===== src/rtl/drop_controller_pkg.sv =====
// drop_controller_pkg: shared grid geometry, off-grid sentinels and FSM/move encodings
package drop_controller_pkg;
    localparam int COLS     = 10;
    localparam int ROWS     = 20;
    localparam int CELL     = 20;
    localparam int X_ORIGIN = 240;
    localparam int Y_ROW0   = 60;
    localparam logic [4:0] COL_OFF = 5'd10;
    localparam logic [4:0] ROW_OFF = 5'd20;
    typedef enum logic [2:0] {IDLE, SPAWN_CHK, READY, CHK_MOVE, LOCK, OVER} state_t;
    typedef enum logic [1:0] {MV_FALL, MV_LEFT, MV_RIGHT} move_t;
endpackage


===== src/rtl/position_counter.sv =====
// position_counter: maps square pixel coordinates to grid column/row, sentinel when off-grid
module position_counter
    import drop_controller_pkg::*;
(
    input  logic [9:0] sq2,
    input  logic [9:0] sq0,
    output logic [4:0] pos0,
    output logic [4:0] pos1
);
    logic [9:0] dx, dy;
    // offset from the grid origin, then divide by the cell pitch when inside the grid
    always_comb begin
        dx   = sq2 - 10'(X_ORIGIN);
        dy   = sq0 - 10'(Y_ROW0);
        pos0 = (sq2 >= 10'(X_ORIGIN) && dx < 10'(COLS * CELL)) ? 5'(dx / 10'(CELL)) : COL_OFF;
        pos1 = (sq0 >= 10'(Y_ROW0) && dy < 10'(ROWS * CELL)) ? 5'(dy / 10'(CELL)) : ROW_OFF;
    end
endmodule


===== src/rtl/drop_controller.sv =====
// drop_controller: falling-square sequencer with gravity, occupancy-checked moves and lock/respawn
module drop_controller
    import drop_controller_pkg::*;
#(
    parameter int TICK_DIV = 25000000,
    parameter int SPAWN_X  = 320,
    parameter int SPAWN_Y  = 60
) (
    input  logic       clk,
    input  logic       rst,
    input  logic       start,
    input  logic       btn_left,
    input  logic       btn_right,
    input  logic       btn_down,
    output logic [9:0] sq_x,
    output logic [9:0] sq_y,
    output logic [4:0] col,
    output logic [4:0] row,
    output logic       occ_req,
    output logic [4:0] occ_row,
    output logic [4:0] occ_col,
    input  logic       occ_valid,
    input  logic       occ_hit,
    output logic       lock_valid,
    output logic [4:0] lock_row,
    output logic [4:0] lock_col,
    input  logic       lock_ready,
    output logic       game_over,
    output logic       busy
);
    localparam int TW = (TICK_DIV > 1) ? $clog2(TICK_DIV) : 1;

    state_t        state, state_nx;
    move_t         mv, pick;
    logic [TW-1:0] tick_cnt;
    logic          pend_fall, pend_l, pend_r;
    logic [4:0]    tgt_row, tgt_col, nrow, ncol;
    logic          spawn, consume, do_latch, commit;
    logic          tick, set_fall, set_l, set_r;

    position_counter u_pos (.sq2(sq_x), .sq0(sq_y), .pos0(col), .pos1(row));

    assign busy       = state != IDLE && state != OVER;
    assign game_over  = state == OVER;
    assign occ_req    = state == SPAWN_CHK || state == CHK_MOVE;
    assign occ_row    = state == CHK_MOVE ? tgt_row : row;
    assign occ_col    = state == CHK_MOVE ? tgt_col : col;
    assign lock_valid = state == LOCK;
    assign lock_row   = row;
    assign lock_col   = col;
    assign tick       = busy && !btn_down && tick_cnt == TW'(TICK_DIV - 1);
    assign set_fall   = busy && (btn_down || tick);
    assign set_l      = busy && btn_left && !btn_right;
    assign set_r      = busy && btn_right && !btn_left;

    // gravity counter: free-runs while a piece is in play, soft drop restarts the period
    always_ff @(posedge clk) begin
        if (rst || set_fall) tick_cnt <= '0;
        else if (busy) tick_cnt <= tick_cnt + 1'b1;
    end

    // one-deep pending events; a new request in the consume cycle survives
    always_ff @(posedge clk) begin
        if (rst || spawn) begin
            pend_fall <= 1'b0;
            pend_l    <= 1'b0;
            pend_r    <= 1'b0;
        end else begin
            pend_fall <= set_fall || (pend_fall && !(consume && pick == MV_FALL));
            pend_l    <= set_l || (pend_l && !(consume && pick == MV_LEFT));
            pend_r    <= set_r || (pend_r && !(consume && pick == MV_RIGHT));
        end
    end

    // next state and control strobes; start overrides everything and restarts the piece
    always_comb begin
        state_nx = state;
        spawn    = 1'b0;
        consume  = 1'b0;
        do_latch = 1'b0;
        commit   = 1'b0;
        pick     = pend_fall ? MV_FALL : pend_l ? MV_LEFT : MV_RIGHT;
        nrow     = pick == MV_FALL ? row + 5'd1 : row;
        ncol     = pick == MV_LEFT ? col - 5'd1 : pick == MV_RIGHT ? col + 5'd1 : col;
        case (state)
            SPAWN_CHK: if (occ_valid) state_nx = occ_hit ? OVER : READY;
            READY: if (pend_fall || pend_l || pend_r) begin
                consume = 1'b1;
                if (pick == MV_FALL && row == 5'(ROWS - 1)) state_nx = LOCK;
                else if (!(pick == MV_LEFT && col == 5'd0) && !(pick == MV_RIGHT && col == 5'(COLS - 1))) begin
                    do_latch = 1'b1;
                    state_nx = CHK_MOVE;
                end
            end
            CHK_MOVE: if (occ_valid) begin
                commit   = !occ_hit;
                state_nx = (occ_hit && mv == MV_FALL) ? LOCK : READY;
            end
            LOCK: if (lock_ready) begin
                spawn    = 1'b1;
                state_nx = SPAWN_CHK;
            end
            default: ;
        endcase
        if (start) begin
            spawn    = 1'b1;
            consume  = 1'b0;
            do_latch = 1'b0;
            commit   = 1'b0;
            state_nx = SPAWN_CHK;
        end
    end

    // state, square position and latched move target
    always_ff @(posedge clk) begin
        if (rst) begin
            state   <= IDLE;
            sq_x    <= '0;
            sq_y    <= '0;
            mv      <= MV_FALL;
            tgt_row <= '0;
            tgt_col <= '0;
        end else begin
            state <= state_nx;
            if (spawn) begin
                sq_x <= 10'(SPAWN_X);
                sq_y <= 10'(SPAWN_Y);
            end else if (commit) begin
                sq_y <= mv == MV_FALL ? sq_y + 10'(CELL) : sq_y;
                sq_x <= mv == MV_LEFT ? sq_x - 10'(CELL) : mv == MV_RIGHT ? sq_x + 10'(CELL) : sq_x;
            end
            if (do_latch) begin
                mv      <= pick;
                tgt_row <= nrow;
                tgt_col <= ncol;
            end
        end
    end
endmodule


===== config.mk =====
export PLATFORM = sky130hd
export DESIGN_NAME = drop_controller
export DESIGN_NICKNAME = d
export VERILOG_FILES = /design/src/rtl/drop_controller_pkg.sv /design/src/rtl/position_counter.sv /design/src/rtl/drop_controller.sv
export SDC_FILE = /design/constraint.sdc
export NUM_CORES = 1
export LEC_CHECK = 0
export ABC_AREA = 1
export CORE_UTILIZATION = 50
export CTS_CLUSTER_DIAMETER = 30
export DETAILED_ROUTE_END_ITERATION = 16
export PLACE_DENSITY = 0.84
export SLEW_MARGIN = 30
export SYNTH_ARGS = -nofsm -noshare
export SYNTH_HDL_FRONTEND = slang
export SYNTH_SLANG_ARGS = --single-unit

===== constraint.sdc =====
create_clock -name clk -period 3.5 [get_ports clk]
set_input_delay 0.7 -clock clk [delete_from_list [all_inputs] [get_ports clk]]
set_output_delay 0.7 -clock clk [all_outputs]
set_load 0.03 [all_outputs]

==> results.md <==
* RSZ-0062 raised after global routing: yes
* Ys Warns at 0
* Initial antenna violation count at 0
* Clock Latency Late Sink at 370 ps
* Htree depth at 3
* Die X at 98.07 um
* Synthesis-to-layout area growth at 60.55%
* # DRC at 6
* Via count at 6836
* Pwr/cell area at 315.4 nW/um^2
* I/O Pins at 63
* Global-route wire length before repair at 25730 um
* Hold_ws at 524.2 ps
* HP Class: reg -> reg
* CTS clock-pin slew for the worst setup and hold paths at 80 ps
* Storage cell area at 1214 um^2
* Total track usage at 0.3310
* Clock Tree Root: clkbuf_8
* DR pass1 iterations at 15
* Wirelength per Cell at 23.00 um
* Setup WS post-layout at -921.6 ps
* Period utilisation layout at 1.263
* Die area at 9617 um^2
* Worst slew pin tran at 690.7 ps
* Endpoints failing setup at 36
* Achievable frequency at 0.2262 GHz
* CTS Buffer Depth at 2
* Fill count at 424
* Crit path depth at 29
* CP max FO at 7
* Post-synth EDFFs at 0
* R2r worst-path depth at 29
* Ys async rst share at 0
* # port buffers at 56
* Crit path max-delay family: simple AND/OR/NAND/NOR gates
* Max-slew violation count at 0
* Fin. Hold Viols at 0
* Largest net degree at the start of global routing at 24
* CP Class: reg -> reg
* Max Cap Viol at 0
* CP dominant cell by count: nand2_4
* Area occupied by multi-input gates at 3692 um^2
* Final cell count without fillers at 1019
* Initial Util at 0.5215
* Core Region at 8848 um^2
* Hpwl dp at 10040 um
* Crit path DAT at 4650 ps
* GR Overflow Total at 0
* Row count at 34
* VDD IR max at 207.0 uV
* DRT iter0 DRCs at 967
* Final ANT Viol Nets at 0
* Avg Vias per Cell at 6.709
* Vias in the first global route at 5618
* Most common flop cell mapped by yosys: dfxtp_1
* Post-synthesis cell type count at 49
* Antenna cells at 0
* Nets at 936
* GPL Wtd Cong at 0.9417
* Dpl cells at 951
* Register area share after synthesis at 0.2560
* Leakage at 3.310 nW
* Worst setup SP type: flop
* Slew headroom at 0.5346
* Clk_skew at 21.44 ps
* Violated checks: design-rule violations, negative setup slack
* CTS tree: yes
* Drt total wl at 23440 um
* Critical path buffer and inverter count at 4
* Crit path largest cell delay at 390 ps
* Gate count of the mapped netlist at 730
* Sink Count at 59
* WP data required at 3730 ps
* Die height at 98.07 um
* Share of cells above drive strength 1 at 0.3908
* Worst setup EP type: flop
* Core Util, Final at 0.8372
* CP max-delay cell: dfxtp_4
* Post-Synthesis Cell Area at 4614 um^2
* Status: finished, violations left
* Avg Inst Size Synth at 6.321 um^2
* Seq cells post-synth at 59
* WHS Path Cells at 2
* Post-layout min period at 4422 ps
* Cts bufs inserted at 9
==> flip-flops by register name (all words and copies together), names as in the netlist <==
| name | count |
|---|---|
| state | 3 |
| sq_y | 8 |
| pend_fall | 1 |
| tgt_col | 5 |
| pend_r | 1 |
| tick_cnt | 25 |
| sq_x | 8 |
| tgt_row | 5 |
| mv | 2 |
| pend_l | 1 |
==> power by group <==
group	internal, mW	leakage [nW]	switching (mW)
Clock	0.437	0.124	0.334
Combinational	0.337	2.70	0.529
Sequential	0.680	0.484	0.0201
Total	1.45	3.31	0.883
==> final timing paths <==
kind	slack, ps	to	from
setup / recovery	-920	tgt_col[1]	sq_x[6]
hold / removal	520	tick_cnt[21]	tick_cnt[21]
setup reg to reg	-920	tgt_col[1]	sq_x[6]
hold reg to reg	520	tick_cnt[21]	tick_cnt[21]
==> cells in the final DEF (no fill, tap or decap), types with 4 or more instances in the layout <==
master,n
nand2_2,37
inv_4,8
ha_4,4
nor3_1,14
nand3_1,41
conb_1,6
xor2_1,8
nand3_4,11
nand3_2,20
nand2_1,104
nor4_1,4
inv_2,12
buf_4,102
nor3b_1,5
clkbuf_8,10
o21ai_2,5
a31oi_1,6
nor2_2,4
dfxtp_4,8
ha_1,16
a211oi_2,4
clkdlybuf4s50_1,29
nor2_4,7
nand2_4,34
inv_1,98
o21ai_4,7
dfxtp_1,49
nand4_1,17
a21oi_1,43
o21ai_0,30
o21ai_1,4
o211ai_1,7
nor2_1,53
o21bai_1,4
xnor2_1,4
buf_6,42
==> worst register-to-register path, delay by kind of cell (launching register included) <==
| kind | cells | cell delay, ps |
|---|---|---|
| adder cells (fa/ha/maj) | 1 | 140 |
| AND/OR/NAND/NOR | 21 | 2650 |
| AO/OA/AOI/OAI | 3 | 630 |
| buffers and inverters | 4 | 490 |
| flip-flops | 1 | 390 |
==> cell usage after synthesis (all sizes together) (2+ instances only) <==
cell type / n / share of area
ha: 20 / 0.054
or2: 3 / 0.0041
xor2: 9 / 0.017
a221oi: 2 / 0.0038
clkbuf: 6 / 0.0049
and3: 2 / 0.0027
nor2: 64 / 0.053
a31oi: 7 / 0.0095
nor4: 6 / 0.0081
dfxtp: 59 / 0.26
nand3: 72 / 0.085
o21bai: 5 / 0.011
clkinv: 2 / 0.0016
nor3b: 5 / 0.0081
a21oi: 48 / 0.053
a211oi: 4 / 0.0087
nor3: 15 / 0.016
inv: 119 / 0.097
nand2: 176 / 0.15
xnor2: 5 / 0.0095
o21ai: 46 / 0.051
o211ai: 7 / 0.011
buf: 18 / 0.029
nand4: 18 / 0.026
==> per-layer routing <==
metal	track usage	part of all wire	vias up
met1	0.3571	0.32	3055
met2	0.5710	0.44	728
met3	0.06800	0.12	308
met4	0.2494	0.12	2
met5	0	0.0017	-
li1	-	-	2743
==> cell families after synthesis <==
kind of cell,Yosys count,share of synthesized area
and+or+nand+nor,362,0.3593
buffers and inverters,145,0.1323
AOI/OAI and AO/OA,127,0.1643
DFF,59,0.2560
adders and majority gates,21,0.05857
xor gates and xnor gates,14,0.02657
other,1,0.0008127
muxes,1,0.002169
==> area by class of cell <==
type,count,share of cell area
multi-input combinational,531,0.4984
timing repair buffer,184,0.2219
sequential,59,0.1638
inverter,121,0.06553
clock buffer,12,0.02533
tap,108,0.01824
clock inverter,4,0.006756
==> through the flow <==
step / TNS, ps / worst slack (ps) / power [mW] / cell area [um^2]
6_report: -21230 / -921.6 / 2.336 / 7408
5_1_grt: -25200 / -987.1 / 2.387 / 7408
4_1_cts: -7207 / -434.3 / 2.061 / 6685
2_1_floorplan: -1498 / -152.1 / 1.039 / 4791
3_3_place_gp: -1043 / -188.6 / 1.179 / 5854
3_5_place_dp: -6092 / -356.8 / 1.200 / 5854
==> what timing repair did <==
action / CTS / global route
setup buffers: 33 / 21
pin swaps: 47 / 70
gates cloned: 1 / 0
hold buffers: 0 / 0
gates resized for setup: 124 / 168
endpoints found under the setup margin: 41 / 44
Power figures use the tool's default switching activity.
==> patch (same settings) <==
Reset style: asynchronous (`rst`), changed in one clocked block.
--- a/src/rtl/drop_controller.sv
+++ b/src/rtl/drop_controller.sv
@@ -114,3 +114,3 @@
     // state, square position and latched move target
-    always_ff @(posedge clk) begin
+    always_ff @(posedge clk or posedge rst) begin
         if (rst) begin
Check against the original RTL: differs if rst is asserted again (counterexample within 4 cycles, from zero or initial values and one cycle with rst high); with rst held inactive, the same outputs for 4 cycles.
==> patch against the original RTL <==
The run ends with negative setup slack left. Synthesized area increased by 1.6%. Setup slack got worse by 0.11 ns. Global-route usage is 3.8 points lower. Wire length fell by 22%. Maximum frequency down 2.5%. Cell area shrank 3.0%. Sequential cell count unchanged. Via count fell by 11%. Critical path type unchanged.
Power is not compared: it rests on default switching activity, and its combinational part moved more than twofold at a synthesized area within 25%.
==> patch: results (changes against the original RTL) <==
- Flip-flop and latch share of the layout cell area: 18.7% (was 16.4%)
- Min-Delay Startpoint: tgt_row[3] (was tick_cnt[21])
- Leading register cell type out of synthesis: sky130_fd_sc_hd__dfrtp_1 (was sky130_fd_sc_hd__dfxtp_1)
- Final Skew: 0.0183 ns (was 0.0214 ns)
- Setup ws final: -1.04 ns (was -0.922 ns)
- Detailed-routing iteration count for the pre-antenna-repair pass: 6 (was 15)
- X dimension of the die: 98.8 µm (was 98.1 µm)
- Average cell area after synthesis: 6.50 µm² (was 6.32 µm²)
- Comb_multi_in: 521 (was 531)
- Global routing usage on met1: 33.1% (was 35.7%)
- Asr flop ratio synth: 52.5% (was 0%)
- Failing checks: negative setup slack (was design-rule violations, negative setup slack)
- CP max FO: 6 (was 7)
- Sequential cell area fraction in the yosys report: 28.5% (was 25.6%)
- Synth Area in Adders: 4.70% (was 5.86%)
- Sum of negative setup slack: -27.13 ns (was -21.23 ns)
- Reg2Reg Capture Point: tgt_row[4] (was tgt_col[1])
- Mux share of post-synthesis cell area: 0% (was 0.217%)
- Worst max-slew margin expressed relative to the limit: 46.8% (was 53.5%)
- Outcome: finished, violations left (unchanged)
- Pin count of the biggest net entering global routing: 35 (was 24)
- Sum of routed wire segments on met1: 6430 µm (was 7540 µm)
- Share of final layout cell area taken by clock buffers and inverters: 2.72% (was 3.21%)
- Worst Hold Endpoint: tgt_row[3] (was tick_cnt[21])
- Share of the final layout cell area in multi-input gates: 46.8% (was 49.8%)
- Number of failing setup endpoints in the final timing report: 34 (was 36)
- Worst EP arrival: 4.79 ns (was 4.65 ns)
- Routed wl met3: 1650 µm (was 2850 µm)
- Vias in the first global route: 5290 (was 5618)
- Post-Place Worst Slack: -0.464 ns (was -0.357 ns)
- RR Startpoint: sq_y[2] (was sq_x[6])
- Count of fill cells added during filler insertion: 475 (was 424)
- Ranking of synthesized cells by area: sky130_fd_sc_hd__dfrtp_1 (17%), sky130_fd_sc_hd__nand2_1 (14%), sky130_fd_sc_hd__dfxtp_1 (12%), sky130_fd_sc_hd__inv_1 (8.8%), sky130_fd_sc_hd__nor2_1 (5.8%) (was sky130_fd_sc_hd__dfxtp_1 (26%), sky130_fd_sc_hd__nand2_1 (13%), sky130_fd_sc_hd__inv_1 (8.9%), sky130_fd_sc_hd__nand3_1 (7.2%), sky130_fd_sc_hd__ha_1 (5.4%))
- Crit path from: sq_y[2] (was sq_x[6])
- Placed instance area: 0.00609 mm² (was 0.00585 mm²)
- Slowest Stage Delay on Critical Path: 0.49 ns (was 0.39 ns)
- Number of nets in the finished design: 928 (was 936)
- Finished Core Util: 80.8% (was 83.7%)
-- patch: cell types whose count changed after synthesis, moves of 4 or more --
cell                       change
sky130_fd_sc_hd__ha_1          -4
sky130_fd_sc_hd__nand3_1      -12
sky130_fd_sc_hd__dfrtp_1      +31
sky130_fd_sc_hd__nor2_1       +11
sky130_fd_sc_hd__nor3_1        +5
sky130_fd_sc_hd__a21oi_1      -18
sky130_fd_sc_hd__nand2_4       +6
sky130_fd_sc_hd__dfxtp_1      -31
sky130_fd_sc_hd__nand2_1      +11
sky130_fd_sc_hd__o21ai_0       -4
sky130_fd_sc_hd__o211ai_1      -6
-- patch: critical path, delay by kind of cell, from the launching register on --
family	cells	cell delay [ns]
flip-flops	1	0.49
AO/OA/AOI/OAI	2	0.41
buffers and inverters	10	0.92
AND/OR/NAND/NOR	22	2.38
adder cells (fa/ha/maj)	1	0.19
